$ cat config.mk
export PLATFORM = sky130hd
export DESIGN_NAME = maxpool_ctrl_conv_3_flat
export DESIGN_NICKNAME = d
export VERILOG_FILES = /design/src/rtl/maxpool_ctrl_conv_3_pkg.sv /design/src/rtl/maxpool_ctrl_conv_3_if.sv /design/src/rtl/maxpool_ctrl_conv_3_max4_acc.sv /design/src/rtl/maxpool_ctrl_conv_3.sv /design/src/flat_wrapper.sv
export SDC_FILE = /design/constraint.sdc
export NUM_CORES = 1
export LEC_CHECK = 0
export ABC_AREA = 1
export CAP_MARGIN = 0
export CORE_AREA = 2 2 104 126
export CTS_CLUSTER_DIAMETER = 30
export CTS_CLUSTER_SIZE = 20
export DETAILED_ROUTE_END_ITERATION = 16
export DIE_AREA = 0 0 106 128
export PLACE_DENSITY_LB_ADDON = 0.1
export SETUP_SLACK_MARGIN = 0.4
export SYNTH_ARGS = -nofsm -noshare
export SYNTH_HDL_FRONTEND = slang
export SYNTH_SLANG_ARGS = --single-unit
$ cat constraint.sdc
create_clock -name clk -period 2.9 [get_ports clk]
set_clock_uncertainty 0.2 [all_clocks]
set_input_delay 0.725 -clock clk [delete_from_list [all_inputs] [get_ports clk]]
set_output_delay 0.725 -clock clk [all_outputs]
set_load 0.01 [all_outputs]
$ cat src/rtl/maxpool_ctrl_conv_3_pkg.sv
// Shared constants, FSM encoding and helpers for the conv-3 max-pool sequencer.
package maxpool_ctrl_conv_3_pkg;

    localparam int unsigned POOL_K = 2;
    localparam int unsigned POOL_S = 2;

    localparam int unsigned N_C_DEF = 26;
    localparam int unsigned N_R_DEF = 26;

    localparam int unsigned POOL_NC = N_C_DEF / POOL_S;
    localparam int unsigned POOL_NR = N_R_DEF / POOL_S;
    localparam int unsigned POOL_N  = POOL_NC * POOL_NR;

    typedef enum logic [1:0] {
        StIdle  = 2'd0,
        StRead  = 2'd1,
        StDrain = 2'd2
    } state_e;

    function automatic int unsigned cnt_w(input int unsigned n);
        return (n > 1) ? $clog2(n) : 1;
    endfunction

endpackage

$ cat src/rtl/maxpool_ctrl_conv_3_if.sv
// Control, conv-memory read and pool-write signals of the max-pool sequencer.
interface maxpool_ctrl_conv_3_if #(
    parameter int unsigned DATA_W  = 8,
    parameter int unsigned RADDR_W = 10,
    parameter int unsigned WADDR_W = 8
) ();

    logic                      start;
    logic                      busy;
    logic                      done;
    logic                      ren;
    logic [RADDR_W-1:0]        radd;
    logic signed [DATA_W-1:0]  rdata;
    logic                      pool_wen;
    logic [WADDR_W-1:0]        pool_wadd;
    logic signed [DATA_W-1:0]  pool_data;

    modport master (
        input  start, rdata,
        output busy, done, ren, radd, pool_wen, pool_wadd, pool_data
    );

    modport slave (
        output start, rdata,
        input  busy, done, ren, radd, pool_wen, pool_wadd, pool_data
    );

endinterface

$ cat src/rtl/maxpool_ctrl_conv_3_max4_acc.sv
// Signed load/compare accumulator over one 2x2 window; registers the window max on the last pixel.
module maxpool_ctrl_conv_3_max4_acc #(
    parameter int unsigned DATA_W = 8
) (
    input  logic                     clk,
    input  logic                     rst,
    input  logic                     i_vld,
    input  logic                     i_first,
    input  logic                     i_last,
    input  logic signed [DATA_W-1:0] i_data,
    output logic                     o_wen,
    output logic signed [DATA_W-1:0] o_data
);

    logic signed [DATA_W-1:0] r_acc;
    logic signed [DATA_W-1:0] r_data;
    logic                     r_wen;
    logic signed [DATA_W-1:0] w_cand;

    // Strict compare so a tie keeps the accumulator.
    always_comb begin
        w_cand = r_acc;
        if (i_first || (i_data > r_acc)) begin
            w_cand = i_data;
        end
    end

    always_ff @(posedge clk) begin
        if (rst) begin
            r_acc  <= '0;
            r_data <= '0;
            r_wen  <= 1'b0;
        end else begin
            r_wen <= i_vld && i_last;
            if (i_vld) begin
                r_acc <= w_cand;
            end
            if (i_vld && i_last) begin
                r_data <= w_cand;
            end
        end
    end

    assign o_wen  = r_wen;
    assign o_data = r_data;

endmodule

$ cat src/rtl/maxpool_ctrl_conv_3.sv
// 2x2/stride-2 max-pool sequencer: window-ordered conv memory reads, signed max, pooled writes.
module maxpool_ctrl_conv_3
    import maxpool_ctrl_conv_3_pkg::*;
#(
    parameter int unsigned N_C     = N_C_DEF,
    parameter int unsigned N_R     = N_R_DEF,
    parameter int unsigned DATA_W  = 8,
    parameter int unsigned RADDR_W = 10,
    parameter int unsigned WADDR_W = 8
) (
    input  logic                  clk,
    input  logic                  rst,
    maxpool_ctrl_conv_3_if.master io_bus
);

    localparam int unsigned NC2  = N_C / POOL_S;
    localparam int unsigned NR2  = N_R / POOL_S;
    localparam int unsigned PC_W = cnt_w(NC2);
    localparam int unsigned PR_W = cnt_w(NR2);

    localparam logic [PC_W-1:0]    PC_LAST  = PC_W'(NC2 - 1);
    localparam logic [PR_W-1:0]    PR_LAST  = PR_W'(NR2 - 1);
    localparam logic [1:0]         K_LAST   = 2'(POOL_K * POOL_K - 1);
    localparam logic [RADDR_W-1:0] ONE      = RADDR_W'(1);
    localparam logic [RADDR_W-1:0] COL_STEP = RADDR_W'(N_C - 1);
    localparam logic [RADDR_W-1:0] WIN_STEP = RADDR_W'(POOL_S);
    // Row end skips the odd row and, for odd N_C, the dropped last column.
    localparam logic [RADDR_W-1:0] ROW_STEP = RADDR_W'(N_C + POOL_S + (N_C % 2));

    state_e                   r_state;
    state_e                   w_state_nxt;
    logic [RADDR_W-1:0]       r_radd;
    logic [RADDR_W-1:0]       r_base;
    logic [1:0]               r_k;
    logic [PC_W-1:0]          r_pc;
    logic [PR_W-1:0]          r_pr;
    logic                     r_vld_d;
    logic [1:0]               r_k_d;
    logic [WADDR_W-1:0]       r_wr_idx;
    logic [WADDR_W-1:0]       r_pool_wadd;
    logic                     r_done;

    logic                     w_ren;
    logic                     w_start_acc;
    logic                     w_last_rd;
    logic                     w_first;
    logic                     w_last;
    logic                     w_pool_wen;
    logic signed [DATA_W-1:0] w_pool_data;

    always_comb begin
        w_state_nxt = r_state;
        w_ren       = 1'b0;
        w_start_acc = 1'b0;
        w_last_rd   = (r_k == K_LAST) && (r_pc == PC_LAST) && (r_pr == PR_LAST);
        unique case (r_state)
            StIdle: begin
                if (io_bus.start) begin
                    w_state_nxt = StRead;
                    w_start_acc = 1'b1;
                end
            end
            StRead: begin
                w_ren = 1'b1;
                if (w_last_rd) begin
                    w_state_nxt = StDrain;
                end
            end
            StDrain: begin
                if (w_pool_wen) begin
                    w_state_nxt = StIdle;
                end
            end
            default: w_state_nxt = StIdle;
        endcase
    end

    always_ff @(posedge clk) begin
        if (rst) begin
            r_state <= StIdle;
        end else begin
            r_state <= w_state_nxt;
        end
    end

    always_ff @(posedge clk) begin
        if (rst) begin
            r_radd      <= '0;
            r_base      <= '0;
            r_k         <= '0;
            r_pc        <= '0;
            r_pr        <= '0;
            r_vld_d     <= 1'b0;
            r_k_d       <= '0;
            r_wr_idx    <= '0;
            r_pool_wadd <= '0;
            r_done      <= 1'b0;
        end else begin
            // Delay line lines the pixel index up with rdata one cycle later.
            r_vld_d <= w_ren;
            r_k_d   <= r_k;
            r_done  <= (r_state == StDrain) && w_pool_wen;
            if (r_vld_d && (r_k_d == K_LAST)) begin
                r_pool_wadd <= r_wr_idx;
                r_wr_idx    <= r_wr_idx + WADDR_W'(1);
            end
            if (w_start_acc) begin
                r_radd   <= '0;
                r_base   <= '0;
                r_k      <= '0;
                r_pc     <= '0;
                r_pr     <= '0;
                r_wr_idx <= '0;
            end else if (w_ren) begin
                r_k <= r_k + 2'd1;
                unique case (r_k)
                    2'd0, 2'd2: r_radd <= r_radd + ONE;
                    2'd1:       r_radd <= r_radd + COL_STEP;
                    default: begin
                        // radd holds on the final read so it stays put while ren=0.
                        if (!w_last_rd) begin
                            if (r_pc == PC_LAST) begin
                                r_pc   <= '0;
                                r_pr   <= r_pr + PR_W'(1);
                                r_base <= r_base + ROW_STEP;
                                r_radd <= r_base + ROW_STEP;
                            end else begin
                                r_pc   <= r_pc + PC_W'(1);
                                r_base <= r_base + WIN_STEP;
                                r_radd <= r_base + WIN_STEP;
                            end
                        end
                    end
                endcase
            end
        end
    end

    assign w_first = (r_k_d == 2'd0);
    assign w_last  = (r_k_d == K_LAST);

    maxpool_ctrl_conv_3_max4_acc #(
        .DATA_W (DATA_W)
    ) u_acc (
        .clk     (clk),
        .rst     (rst),
        .i_vld   (r_vld_d),
        .i_first (w_first),
        .i_last  (w_last),
        .i_data  (io_bus.rdata),
        .o_wen   (w_pool_wen),
        .o_data  (w_pool_data)
    );

    assign io_bus.busy      = (r_state != StIdle);
    assign io_bus.done      = r_done;
    assign io_bus.ren       = w_ren;
    assign io_bus.radd      = r_radd;
    assign io_bus.pool_wen  = w_pool_wen;
    assign io_bus.pool_wadd = r_pool_wadd;
    assign io_bus.pool_data = w_pool_data;

endmodule
$ cat src/flat_wrapper.sv
// flat-port wrapper written by rule: the top's interface ports become plain ports
module maxpool_ctrl_conv_3_flat import maxpool_ctrl_conv_3_pkg::*;
#(
    parameter int unsigned N_C     = N_C_DEF,
    parameter int unsigned N_R     = N_R_DEF,
    parameter int unsigned DATA_W  = 8,
    parameter int unsigned RADDR_W = 10,
    parameter int unsigned WADDR_W = 8
)
  (clk, rst, io_bus_start, io_bus_rdata, io_bus_busy, io_bus_done, io_bus_ren, io_bus_radd, io_bus_pool_wen, io_bus_pool_wadd, io_bus_pool_data);
  maxpool_ctrl_conv_3_if #(.DATA_W(DATA_W), .RADDR_W(RADDR_W), .WADDR_W(WADDR_W)) io_bus_i ();
  input  logic clk;
  input  logic rst;
  input wire logic [$bits(io_bus_i.start)-1:0] io_bus_start;
  input wire logic [$bits(io_bus_i.rdata)-1:0] io_bus_rdata;
  output wire logic [$bits(io_bus_i.busy)-1:0] io_bus_busy;
  output wire logic [$bits(io_bus_i.done)-1:0] io_bus_done;
  output wire logic [$bits(io_bus_i.ren)-1:0] io_bus_ren;
  output wire logic [$bits(io_bus_i.radd)-1:0] io_bus_radd;
  output wire logic [$bits(io_bus_i.pool_wen)-1:0] io_bus_pool_wen;
  output wire logic [$bits(io_bus_i.pool_wadd)-1:0] io_bus_pool_wadd;
  output wire logic [$bits(io_bus_i.pool_data)-1:0] io_bus_pool_data;
  assign io_bus_i.start = io_bus_start;
  assign io_bus_i.rdata = io_bus_rdata;
  assign io_bus_busy = io_bus_i.busy;
  assign io_bus_done = io_bus_i.done;
  assign io_bus_ren = io_bus_i.ren;
  assign io_bus_radd = io_bus_i.radd;
  assign io_bus_pool_wen = io_bus_i.pool_wen;
  assign io_bus_pool_wadd = io_bus_i.pool_wadd;
  assign io_bus_pool_data = io_bus_i.pool_data;
  maxpool_ctrl_conv_3 #(.N_C(N_C), .N_R(N_R), .DATA_W(DATA_W), .RADDR_W(RADDR_W), .WADDR_W(WADDR_W)) u_core (.clk(clk), .rst(rst), .io_bus(io_bus_i));
endmodule
==> results.txt, run 1 <==
----------------------------------------------------
[Status]
  Status ... finished clean

[Floorplan]
  Die Outline Area ... between 10000 and 15000 um^2
  Starting density of the core ... 0.291
  Cell row count ... 45
  Chip width ... 106 um
  Number of placed I/O pins ... between 40 and 50
  Die boundary height ... 128 um
  Area of the placeable core ... 12400 um^2

[Synth]
  Yosys Warn Count ... 0
  Combinational family with the most area after synthesis ... simple AND/OR/NAND/NOR gates
  Proportion of synthesized chip area in sequential cells ... 0.375
  Area share of fa/ha/maj cells after synthesis ... 0.0759
  Post-synthesis share of cell area spent on and, or, nand and nor gates ... 0.267
  Number of synthesized register bits ... between 60 and 70
  Synth Flop Type ... dfxtp_1
  Area share of xor/xnor cells in the synthesized design ... 0.0314
  Compound-gate portion of the synthesized area ... 0.145
  Synthesized area per cell ... 7.52 um^2
  Post-synthesis instance area ... 3630 um^2
  Distinct cells, synth ... 40
  Post-synthesis instance total ... a little under 500
  Number of flops mapped to enable cells by yosys ... 0
  Mux contribution to synthesized area ... 0
  Fraction of registers with async set/reset ... 0
  Syn Nets ... between 500 and 600

[Critical path]
  Arrival @ worst endpoint ... 1.46 ns
  CP Buf/Inv Count ... 2
  Critical Path RT ... between 1.5 and 2 ns
  Setup crit start kind ... flip-flop
  Delay of the slowest cell on the worst path ... 0.57 ns
  Crit path max fanout ... 4
  Cell type group with the largest total delay on the critical path ... buffers and inverters
  Critical Path, Cell by Cell ... inv_1, nor2_4, clkdlybuf4s50_1
  Crit path max-delay cell type ... clkdlybuf4s50_1
  Kind of capture point of the worst setup path ... output port
  WS Path Type ... reg -> out

[Drt]
  Initial detailed-routing violation count ... 47
  Via count ... 3076
  Via-per-instance ratio ... between 4 and 5
  Number of nets with antenna violations after routing ... 0
  DRC ... 0
  Number of iterations in the first detailed-routing pass ... 4
  Average detailed-routed wire length per instance ... between 10 and 15 um
  Total routed wirelength ... 8430 um

[Timing]
  Crit share post-route ... 0.822
  Minimum period implied by the final worst setup slack ... 2.38 ns
  FMAX ... 420 MHz
  Accumulated negative setup slack ... 0 ns
  Worst relative slew slack ... 0.722
  Number of slew-limit violations in the final report ... 0
  RSZ-0062 raised after global routing ... no
  Final setup fails ... 0
  Slew of the pin with the lowest slew margin ... between 0.4 and 0.5 ns
  Worst path setup slack after routing ... between 0.5 and 0.6 ns
  Final Hold Viols ... 0

[Final layout]
  Antenna Diode Count ... 0
  Synthesis-to-finish area growth ... 25.1%
  Utilization of the core after routing ... 0.365
  Layout cells sized above 1 ... 0.130
  Nets ... about 560

[Clock network]
  Total clock buffers created by CTS ... 9
  Clock Latency Late Sink ... 0.33 ns
  Clock tree from TritonCTS ... yes
  Hold bufs inserted after CTS ... 0
  Number of levels the H-tree was split into ... 3
  Bufs on Longest Clock Path ... 2
  TritonCTS sink count ... 68
  Clock slew at the register clock pins of the worst setup and hold paths ... 0.06 ns
  Clock root cell ... clkbuf_16
  Buffers inserted during post-CTS setup optimization ... 0

[Global route]
  Total routing usage reported by global routing ... 0.131
  Met1 usage in global routing ... 0.152
  Largest net degree at the start of global routing ... 21
  M3 GR Usage ... 0.0269
  Met2 demand-to-capacity share in global routing ... 0.233
  Aggregate global routing overflow ... 0
  Number of global-route vias before repair ... 3067
  Wire length of the first global-routing pass ... 14100 um
  Highest-utilization routing layer at the global route stage ... met2
  Initial antenna violation count ... 0

[Power and ir drop]
  Total chip power ... 0.00227 W
  Leakage component of the power ... 1.88 nW
  Power density over cell area ... 500 nW/um^2
  Worst voltage drop across the vdd grid ... 197 uV

[Min path]
  Hold/Removal Path Class ... reg -> reg

[Placed design]
  Setup slack after placement ... 0.0275 ns
  Count of buffers from port buffering ... 40
  DP HPWL ... around 6200 um
  Final GP Congestion ... 0.814

[Run]
  Number of maximum-capacitance violations ... 0

----------------------------------------------------
==> cells by family (layout without fill, tap and decap cells) <==
| logic type | count (synthesis) | after routing |
|---|---|---|
| adder cells (fa/ha/maj) | 22 | 22 |
| AND/OR/NAND/NOR | 193 | 194 |
| AO/OA/AOI/OAI | 94 | 94 |
| XOR/XNOR | 13 | 13 |
| flip-flops | 68 | 68 |
| buffers and inverters | 92 | 140 |
==> worst min-delay path, cell delays in order (launching register included) <==
cell and delay (ns):
dfxtp_1 0.31, nand2_1 0.06, a21oi_1 0.06
==> layout by cell type (no fill, tap or decap), types with 5 or more instances in the layout <==
cell / n
a21oi_1: 42
buf_4: 6
clkbuf_16: 9
clkdlybuf4s50_1: 33
dfxtp_1: 68
dlymetal6s2s_1: 7
ha_1: 19
inv_1: 70
inv_2: 6
nand2_1: 88
nand2_2: 14
nand3_1: 35
nor2_1: 29
nor2_4: 5
o21a_1: 8
o21ai_0: 20
o21ai_1: 10
xor2_1: 11
==> per-layer routing <==
layer / up-vias / routed length, um
met5: - / 0
met4: 0 / 168
met3: 11 / 220
met2: 35 / 4200
met1: 1390 / 3840
li1: 1640 / -
==> report_power, final <==
| group | internal [W] | switching [W] | leakage (nW) |
|---|---|---|---|
| combinational | 0.000110 | 0.000170 | 1.20 |
| sequential | 0.000959 | 0.0000209 | 0.550 |
| clock | 0.000599 | 0.000406 | 0.129 |
| total | 0.00167 | 0.000597 | 1.88 |
==> registers in the layout, indices dropped and copies added (netlist names), 2 cells and up <==
register / flops
u_core.r_wr_idx: 8
u_core.r_pc: 4
u_core.r_base: 9
u_core.io_bus.radd: 10
u_core.r_k: 2
u_core.u_acc.o_data: 8
u_core.r_state: 2
u_core.io_bus.pool_wadd: 8
u_core.r_k_d: 2
u_core.u_acc.r_acc: 8
u_core.r_pr: 4
==> Yosys cell counts, types with 8 or more instances <==
cell type  instances  share of area
nand2_1           88          0.091
inv_1             70          0.072
dfxtp_1           68           0.38
a21oi_1           44          0.061
nand3_1           35          0.048
nor2_1            30          0.031
ha_1              22          0.076
o21ai_0           20          0.028
nand2_2           13          0.022
xor2_1            11          0.027
o21ai_1           10          0.014
o21a_1             8          0.017
==> path summary, 6_finish.rpt <==
path	start	to	slack (ns)	depth (start not counted)
setup / recovery	u_core.r_state[0]	io_bus_ren	0.52	3
hold / removal	u_core.io_bus.pool_wadd[0]	u_core.io_bus.pool_wadd[0]	0.27	2
setup reg to reg	u_core.r_k[1]	u_core.io_bus.radd[8]	0.63	12
hold reg to reg	u_core.io_bus.pool_wadd[0]	u_core.io_bus.pool_wadd[0]	0.27	2
==> stage by stage <==
step | cell area [um^2] | hold slack (ns) | std cells
floorplan | 3630 | 0.252 | 482
global placement | 4190 | 0.260 | 678
detailed placement | 4190 | 0.260 | 678
CTS | 4500 | 0.267 | 695
global route | 4540 | 0.300 | 695
finish | 4540 | 0.266 | 695
==> repair_timing <==
item,in CTS,in global routing
cloned,1,0
setup endpoints to repair,1,16
gates resized for setup,3,10
pin swaps,4,4
==> final cells by class <==
| cell class | instances | area, um^2 |
|---|---|---|
| clock inverter | 4 | 25.0 |
| multi-input combinational | 323 | 1940 |
| clock buffer | 12 | 246 |
| inverter | 78 | 298 |
| sequential | 68 | 1360 |
| fill | 1334 | 7910 |
| timing repair buffer | 46 | 463 |
| tap | 164 | 205 |
Note: power is estimated with default switching activity, not from simulation.
==> inputs of run 2 (changes only) <==
==> constraint.sdc (replaced) <==
create_clock -name clk -period 2.4 [get_ports clk]
set_clock_uncertainty 0.2 [all_clocks]
set_input_delay 0.6 -clock clk [delete_from_list [all_inputs] [get_ports clk]]
set_output_delay 0.6 -clock clk [all_outputs]
set_load 0.01 [all_outputs]
==> run 2 against run 1 <==
  * Global-route usage grew 0.85 points
  * First-iteration DRC count is 140% higher
  * Clock power rose by 19%
  * Critical endpoint is now io_bus_done
  * Highest routed layer unchanged
==> results.txt, run 2 (synthesis results as in run 1) <==
----------------------------------------------------
[Status]
  Status ... finished clean (unchanged)

[Timing]
  Final setup fails ... 0 (unchanged)
  Number of slew-limit violations in the final report ... 0 (unchanged)
  Worst relative slew slack ... 0.758 (was 0.722)
  FMAX ... slightly above 500 MHz
  Final Hold Viols ... 0 (unchanged)
  RSZ-0062 raised after global routing ... yes (was no)
  Worst path setup slack after routing ... 0.440 ns (was 0.517 ns)
  Minimum period implied by the final worst setup slack ... 1.96 ns
  Slew of the pin with the lowest slew margin ... 0.363 ns (was 0.413 ns)
  Accumulated negative setup slack ... 0 ns (unchanged)
  Crit share post-route ... 0.817

[Final layout]
  Number of flip-flops under the largest register name ... 10 (unchanged)
  Antenna Diode Count ... 0 (unchanged)
  Count of filler cells inserted in the layout ... 1307 (was 1334)
  Utilization of the core after routing ... 0.399 (was 0.365)
  Most common cell after layout, fill and taps aside ... nand2_1 (unchanged)
  Final Instance Area ... 4960 um^2 (was 4540 um^2)
  Nets ... 585 (was 559)
  Synthesis-to-finish area growth ... 36.9% (was 25.1%)
  Layout cells sized above 1 ... 0.289 (was 0.130)
  Highest-count cells in the layout ignoring fill and taps ... nand2_1, inv_1, dfxtp_1 (unchanged)

[Placed design]
  Setup slack after placement ... -0.290 ns (was 0.0275 ns)
  DP HPWL ... 6280 um (was 6160 um)
  Final GP Congestion ... 0.800 (was 0.814)
  Count of buffers from port buffering ... 40 (unchanged)
  Placed standard-cell area ... 4370 um^2 (was 4190 um^2)

[Floorplan]
  Starting density of the core ... 0.291 (unchanged)
  Die Outline Area ... 13600 um^2 (unchanged)
  Cell row count ... 45 (unchanged)
  Chip width ... 106 um (unchanged)
  Die boundary height ... 128 um (unchanged)
  Area of the placeable core ... 12400 um^2 (unchanged)
  Number of placed I/O pins ... 41 (unchanged)

[Clock network]
  TritonCTS sink count ... 68 (unchanged)
  Total clock buffers created by CTS ... 9 (unchanged)
  Clock root cell ... clkbuf_16 (unchanged)
  Clock tree from TritonCTS ... yes (unchanged)
  Clock slew at the register clock pins of the worst setup and hold paths ... 0.06 ns (about the same)
  Hold bufs inserted after CTS ... 0 (unchanged)
  Bufs on Longest Clock Path ... 2 (unchanged)
  Number of levels the H-tree was split into ... 3 (unchanged)
  Clock Latency Late Sink ... 0.33 ns (about the same)

[Critical path]
  CP Buf/Inv Count ... 1 (was 2)
  Crit path max-delay cell type ... clkdlybuf4s50_1 (unchanged)
  Arrival @ worst endpoint ... 1.16 ns (was 1.46 ns)
  Critical Path RT ... 1.60 ns (was 1.98 ns)
  Kind of capture point of the worst setup path ... output port (unchanged)
  Crit path max fanout ... 1 (was 4)
  Cell type group with the largest total delay on the critical path ... buffers and inverters (unchanged)
  Critical Path, Cell by Cell ... clkdlybuf4s50_1 (was inv_1, nor2_4, clkdlybuf4s50_1)
  Setup crit start kind ... flip-flop (unchanged)
  Delay of the slowest cell on the worst path ... 0.52 ns (was 0.57 ns)
  WS Path Type ... reg -> out (unchanged)

[Global route]
  Wire length of the first global-routing pass ... 15000 um (was 14100 um)
  Highest-utilization routing layer at the global route stage ... met2 (unchanged)
  Total routing usage reported by global routing ... 0.140 (was 0.131)
  Met2 demand-to-capacity share in global routing ... 0.244 (was 0.233)
  Number of global-route vias before repair ... 3125 (was 3067)
  M3 GR Usage ... 0.0325 (was 0.0269)
  Aggregate global routing overflow ... 0 (unchanged)
  Initial antenna violation count ... 0 (unchanged)
  Met1 usage in global routing ... 0.165 (was 0.152)
  Largest net degree at the start of global routing ... 21 (unchanged)

[Drt]
  Total routed wirelength ... 8860 um (was 8430 um)
  Average detailed-routed wire length per instance ... 12.3 um (was 12.1 um)
  Via count ... 3213 (was 3076)
  DRC ... 0 (unchanged)
  Number of nets with antenna violations after routing ... 0 (unchanged)
  Via-per-instance ratio ... 4.46 (was 4.43)
  Number of iterations in the first detailed-routing pass ... 4 (unchanged)
  Initial detailed-routing violation count ... 113 (was 47)

[Power and ir drop]
  Worst voltage drop across the vdd grid ... 275 uV (was 197 uV)
  Total chip power ... 0.00282 W (was 0.00227 W)
  Leakage component of the power ... 2.14 nW (was 1.88 nW)
  Power density over cell area ... 568 nW/um^2 (was 500 nW/um^2)

[Run]
  Number of maximum-capacitance violations ... 0 (unchanged)

[Min path]
  Hold/Removal Path Class ... reg -> reg (unchanged)

----------------------------------------------------
run 2: changes by cell type in the layout (fill, tap and decap cells not counted), sizes merged:
cell           change
dlymetal6s2s       -7
clkbuf             +1
inv                -1
clkdlybuf4s50     -30
clkinv             +1
dlygate4sd2       +29
buf               +33
run 2: final timing paths:
kind                            to                   from  slack [ns]  cells past startpoint
max reg2reg  u_core.u_acc.r_acc[5]  u_core.u_acc.r_acc[3]        0.45                     12
min reg2reg        u_core.r_k_d[1]          u_core.r_k[1]        0.26                      2
min                u_core.r_k_d[1]          u_core.r_k[1]        0.26                      2
max                    io_bus_done     u_core.io_bus.done        0.44                      1
run 2: stage by stage:
stage	hold slack, ns	std cells
after global placement	0.253	690
after CTS	0.264	713
after detailed placement	0.258	690
final	0.255	721
after global routing	0.272	721
after floorplan	0.252	482
run 2: cell type report:
| type | instances | area, um^2 | share of cell area |
|---|---|---|---|
| multi-input cells | 323 | 2200 | 0.443 |
| flip-flops and latches | 68 | 1380 | 0.277 |
| repair buffers | 72 | 599 | 0.121 |
| inverters | 78 | 310 | 0.0625 |
| clock buffers | 12 | 246 | 0.0496 |
| well taps | 164 | 205 | 0.0413 |
| clock inverters | 4 | 25.0 | 0.00504 |
run 2: per-layer routing:
layer	routed length [um]	vias to the layer above
met5	0	-
met4	153	0
met3	287	14
met2	4480	44
met1	3940	1465
li1	-	1690
run 2: timing repair:
action,in CTS,in global routing
pin swaps,21,31
endpoints found under the setup margin,64,38
resized for setup,85,56
setup buffers,6,8
cloned,1,0
run 2: power by group:
part           leakage, nW  internal [W]  switching, W
clock                0.129      0.000724      0.000481
sequential           0.556       0.00116     0.0000302
combinational         1.46      0.000187      0.000239
==> inputs of run 3 (changes only) <==
==> constraint.sdc (replaced) <==
create_clock -name clk -period 1.9 [get_ports clk]
set_clock_uncertainty 0.2 [all_clocks]
set_input_delay 0.475 -clock clk [delete_from_list [all_inputs] [get_ports clk]]
set_output_delay 0.475 -clock clk [all_outputs]
set_load 0.01 [all_outputs]
==> run 3 against run 2 <==
  * The flow now finishes with violations (setup timing)
  * Worst setup slack got worse by 0.49 ns
  * Clock-buffer cell count did not move
  * Core utilization rose by 8.0 points
  * Global-route usage rose by 1.4 points
  * Worst hold slack improved by 0.0012 ns
  * Design area rose by 20%
  * Register-to-register slack got worse by 0.50 ns
  * Die area did not move
  * Sequential share of layout area fell by 3.9 points
  * Non-clock buffer count rose by 57
  * Final cell count rose by 8.0%
  * Clock power rose by 43%
  * Critical endpoint is now u_core.u_acc.r_acc[0]
  * Largest cell class unchanged
==> results.txt, run 3 (synthesis results as in run 1) <==
----------------------------------------------------
[Status]
  Status ... complete, but fails checks (was finished clean)
  Violated checks ... setup timing

[Final layout]
  Antenna Diode Count ... 0 (unchanged)
  Highest-count cells in the layout ignoring fill and taps ... nand2_1, buf_4, inv_1 (was nand2_1, inv_1, dfxtp_1)
  Most common cell after layout, fill and taps aside ... nand2_1 (unchanged)
  Synthesis-to-finish area growth ... 64.5% (was 36.9%)
  Nets ... 643 (was 585)
  Combined area of the multi-input logic cells ... 2580 um^2 (was 2200 um^2)
  Layout cells sized above 1 ... 0.546 (was 0.289)
  Sequential cell area ... 1420 um^2 (was 1380 um^2)
  Count of filler cells inserted in the layout ... 1261 (was 1307)
  Number of flip-flops under the largest register name ... 10 (unchanged)

[Critical path]
  Setup crit start kind ... input port (was flip-flop)
  Arrival @ worst endpoint ... 1.98 ns (was 1.16 ns)
  Worst R2R Setup Slack ... -0.05 ns (was 0.45 ns)
  Capture point of the worst reg-to-reg path ... u_core.io_bus.radd[9] (was u_core.u_acc.r_acc[5])
  Crit path max fanout ... 8 (was 1)
  Source of the worst register-to-register timing path ... u_core.r_k[1] (was u_core.u_acc.r_acc[3])
  Path depth of the worst reg2reg path ... 10 (was 12)
  WS Path Type ... in -> reg (was reg -> out)
  Critical Path RT ... 1.92 ns (was 1.60 ns)
  Kind of capture point of the worst setup path ... flip-flop (was output port)

[Min path]
  Hold Path Depth ... 1 (was 2)
  Endpoint, Worst Hold ... u_core.r_state[1] (was u_core.r_k_d[1])
  Hold/Removal Path Class ... reg -> reg (unchanged)
  HP Start ... u_core.u_acc.o_wen (was u_core.r_k[1])

[Timing]
  Slew of the pin with the lowest slew margin ... 0.348 ns (was 0.363 ns)
  Final Hold Viols ... 0 (unchanged)
  Final setup fails ... 18 (was 0)
  Minimum period implied by the final worst setup slack ... 1.95 ns
  FMAX ... 512 MHz
  Crit share post-route ... 1.03
  Accumulated negative setup slack ... -0.693 ns (was 0 ns)
  Worst path setup slack after routing ... -0.0545 ns (was 0.440 ns)
  Number of slew-limit violations in the final report ... 0 (unchanged)
  RSZ-0062 raised after global routing ... yes (unchanged)
  Worst relative slew slack ... 0.766 (was 0.758)

[Power and ir drop]
  Power density over cell area ... 658 nW/um^2 (was 568 nW/um^2)
  Worst voltage drop across the vdd grid ... 348 uV (was 275 uV)
  Leakage component of the power ... 2.57 nW (was 2.14 nW)

[Clock network]
  Bufs on Longest Clock Path ... 2 (unchanged)
  Clock root cell ... clkbuf_16 (unchanged)
  TritonCTS sink count ... 68 (unchanged)
  Clock slew at the register clock pins of the worst setup and hold paths ... 0.06 ns (about the same)
  Clock tree from TritonCTS ... yes (unchanged)
  Clock Latency Late Sink ... 0.33 ns (about the same)
  Hold bufs inserted after CTS ... 0 (unchanged)
  Number of levels the H-tree was split into ... 3 (unchanged)
  Total clock buffers created by CTS ... 9 (unchanged)

[Drt]
  Number of iterations in the first detailed-routing pass ... 4 (unchanged)
  Number of nets with antenna violations after routing ... 0 (unchanged)
  Via-per-instance ratio ... 4.51 (was 4.46)
  Initial detailed-routing violation count ... 75 (was 113)
  Total routed wirelength ... 10000 um (was 8860 um)
  Via count ... 3511 (was 3213)
  Average detailed-routed wire length per instance ... 12.8 um (was 12.3 um)
  DRC ... 0 (unchanged)

[Floorplan]
  Cell row count ... 45 (unchanged)
  Area of the placeable core ... 12400 um^2 (unchanged)
  Starting density of the core ... 0.291 (unchanged)
  Number of placed I/O pins ... 41 (unchanged)
  Die boundary height ... 128 um (unchanged)
  Die Outline Area ... 13600 um^2 (unchanged)
  Chip width ... 106 um (unchanged)

[Placed design]
  Setup slack after placement ... -0.686 ns (was -0.290 ns)
  Final GP Congestion ... 0.777 (was 0.800)
  DP HPWL ... 6760 um (was 6280 um)
  Count of buffers from port buffering ... 40 (unchanged)

[Global route]
  Number of global-route vias before repair ... 3510 (was 3125)
  Met2 demand-to-capacity share in global routing ... 0.289 (was 0.244)
  M3 GR Usage ... 0.0300 (was 0.0325)
  Initial antenna violation count ... 0 (unchanged)
  Highest-utilization routing layer at the global route stage ... met2 (unchanged)
  Met1 usage in global routing ... 0.173 (was 0.165)
  Largest net degree at the start of global routing ... 21 (unchanged)
  Aggregate global routing overflow ... 0 (unchanged)
  Total routing usage reported by global routing ... 0.154 (was 0.140)
  Wire length of the first global-routing pass ... 16500 um (was 15000 um)

[Run]
  Number of maximum-capacitance violations ... 0 (unchanged)

----------------------------------------------------
==> run 3: changes by cell type in the layout (fill, tap and decap cells not counted), moves of 7 or more <==
cell | before | now
nand2_1 | 83 | 70
o21ai_0 | 16 | 6
dlygate4sd2_1 | 29 | 3
buf_2 | 6 | 21
dfxtp_1 | 55 | 29
buf_6 | 2 | 33
a21oi_2 | 4 | 17
buf_4 | 29 | 62
dfxtp_2 | 13 | 34
nand3_1 | 25 | 18
nand2_4 | 8 | 20
a21oi_1 | 41 | 27
==> run 3: layer usage <==
metal,routed length [um],share of wire
met5,0,0
met4,133,0.013
met3,233,0.023
met2,5460,0.55
met1,4180,0.42
==> run 3: worst max-delay path by stage <==
stage,cells past startpoint,endpoint,slack (ns),startpoint
after global routing,14,u_core.u_acc.o_data[7],-0.19,u_core.u_acc.r_acc[5]
after CTS,14,u_core.u_acc.o_data[7],-0.03,u_core.u_acc.r_acc[5]
after global placement,14,u_core.u_acc.o_data[7],-0.65,io_bus_rdata[5]
final,14,u_core.u_acc.r_acc[0],-0.05,io_bus_rdata[6]
after detailed placement,14,u_core.u_acc.o_data[7],-0.69,io_bus_rdata[5]
after floorplan,12,u_core.u_acc.r_acc[1],0.02,io_bus_rdata[7]
==> run 3: layout make-up <==
type	count	share of cell area
Timing Repair Buffer	129	0.187
Tap cell	164	0.0344
Sequential cell	68	0.239
Multi-Input combinational cell	323	0.433
Timing Repair inverter	1	0.00273
Clock inverter	4	0.00797
Clock buffer	12	0.0430
Inverter	78	0.0529
==> run 3: power breakdown <==
part           total, W  switching, W  internal [W]
logic          0.000721      0.000369      0.000352
clock network   0.00171      0.000623       0.00108
registers       0.00150     0.0000319       0.00147
==> run 3: critical path, cell delays in order <==
cell,delay [ns]
dlygate4sd2_1,0.27
ha_4,0.24
nand2_1,0.10
nor2_2,0.05
nor2_2,0.13
nand2_1,0.06
nand2_1,0.07
nand2_2,0.08
nand2_4,0.12
nand2_8,0.12
nand2_2,0.10
nand3_1,0.06
nand2_1,0.06
inv_1,0.03
==> run 3: what timing repair did <==
item                                    4_1_cts  5_1_grt
setup buffers                                33        8
gates cloned                                  3        0
endpoints found under the setup margin       78       66
pin swaps                                    61       50
gates resized for setup                     281       73
==> run 3: metrics by stage <==
stage	instance area, um^2	hold slack, ns	power (W)	std cells	util
after floorplan	3830	0.252	0.00183	482	-
after global placement	4710	0.262	0.00206	719	0.379
after detailed placement	4710	0.273	0.00207	719	0.379
after CTS	5630	0.241	0.00393	771	0.452
after global routing	5960	0.281	0.00411	779	0.479
final	5960	0.256	0.00393	779	0.479
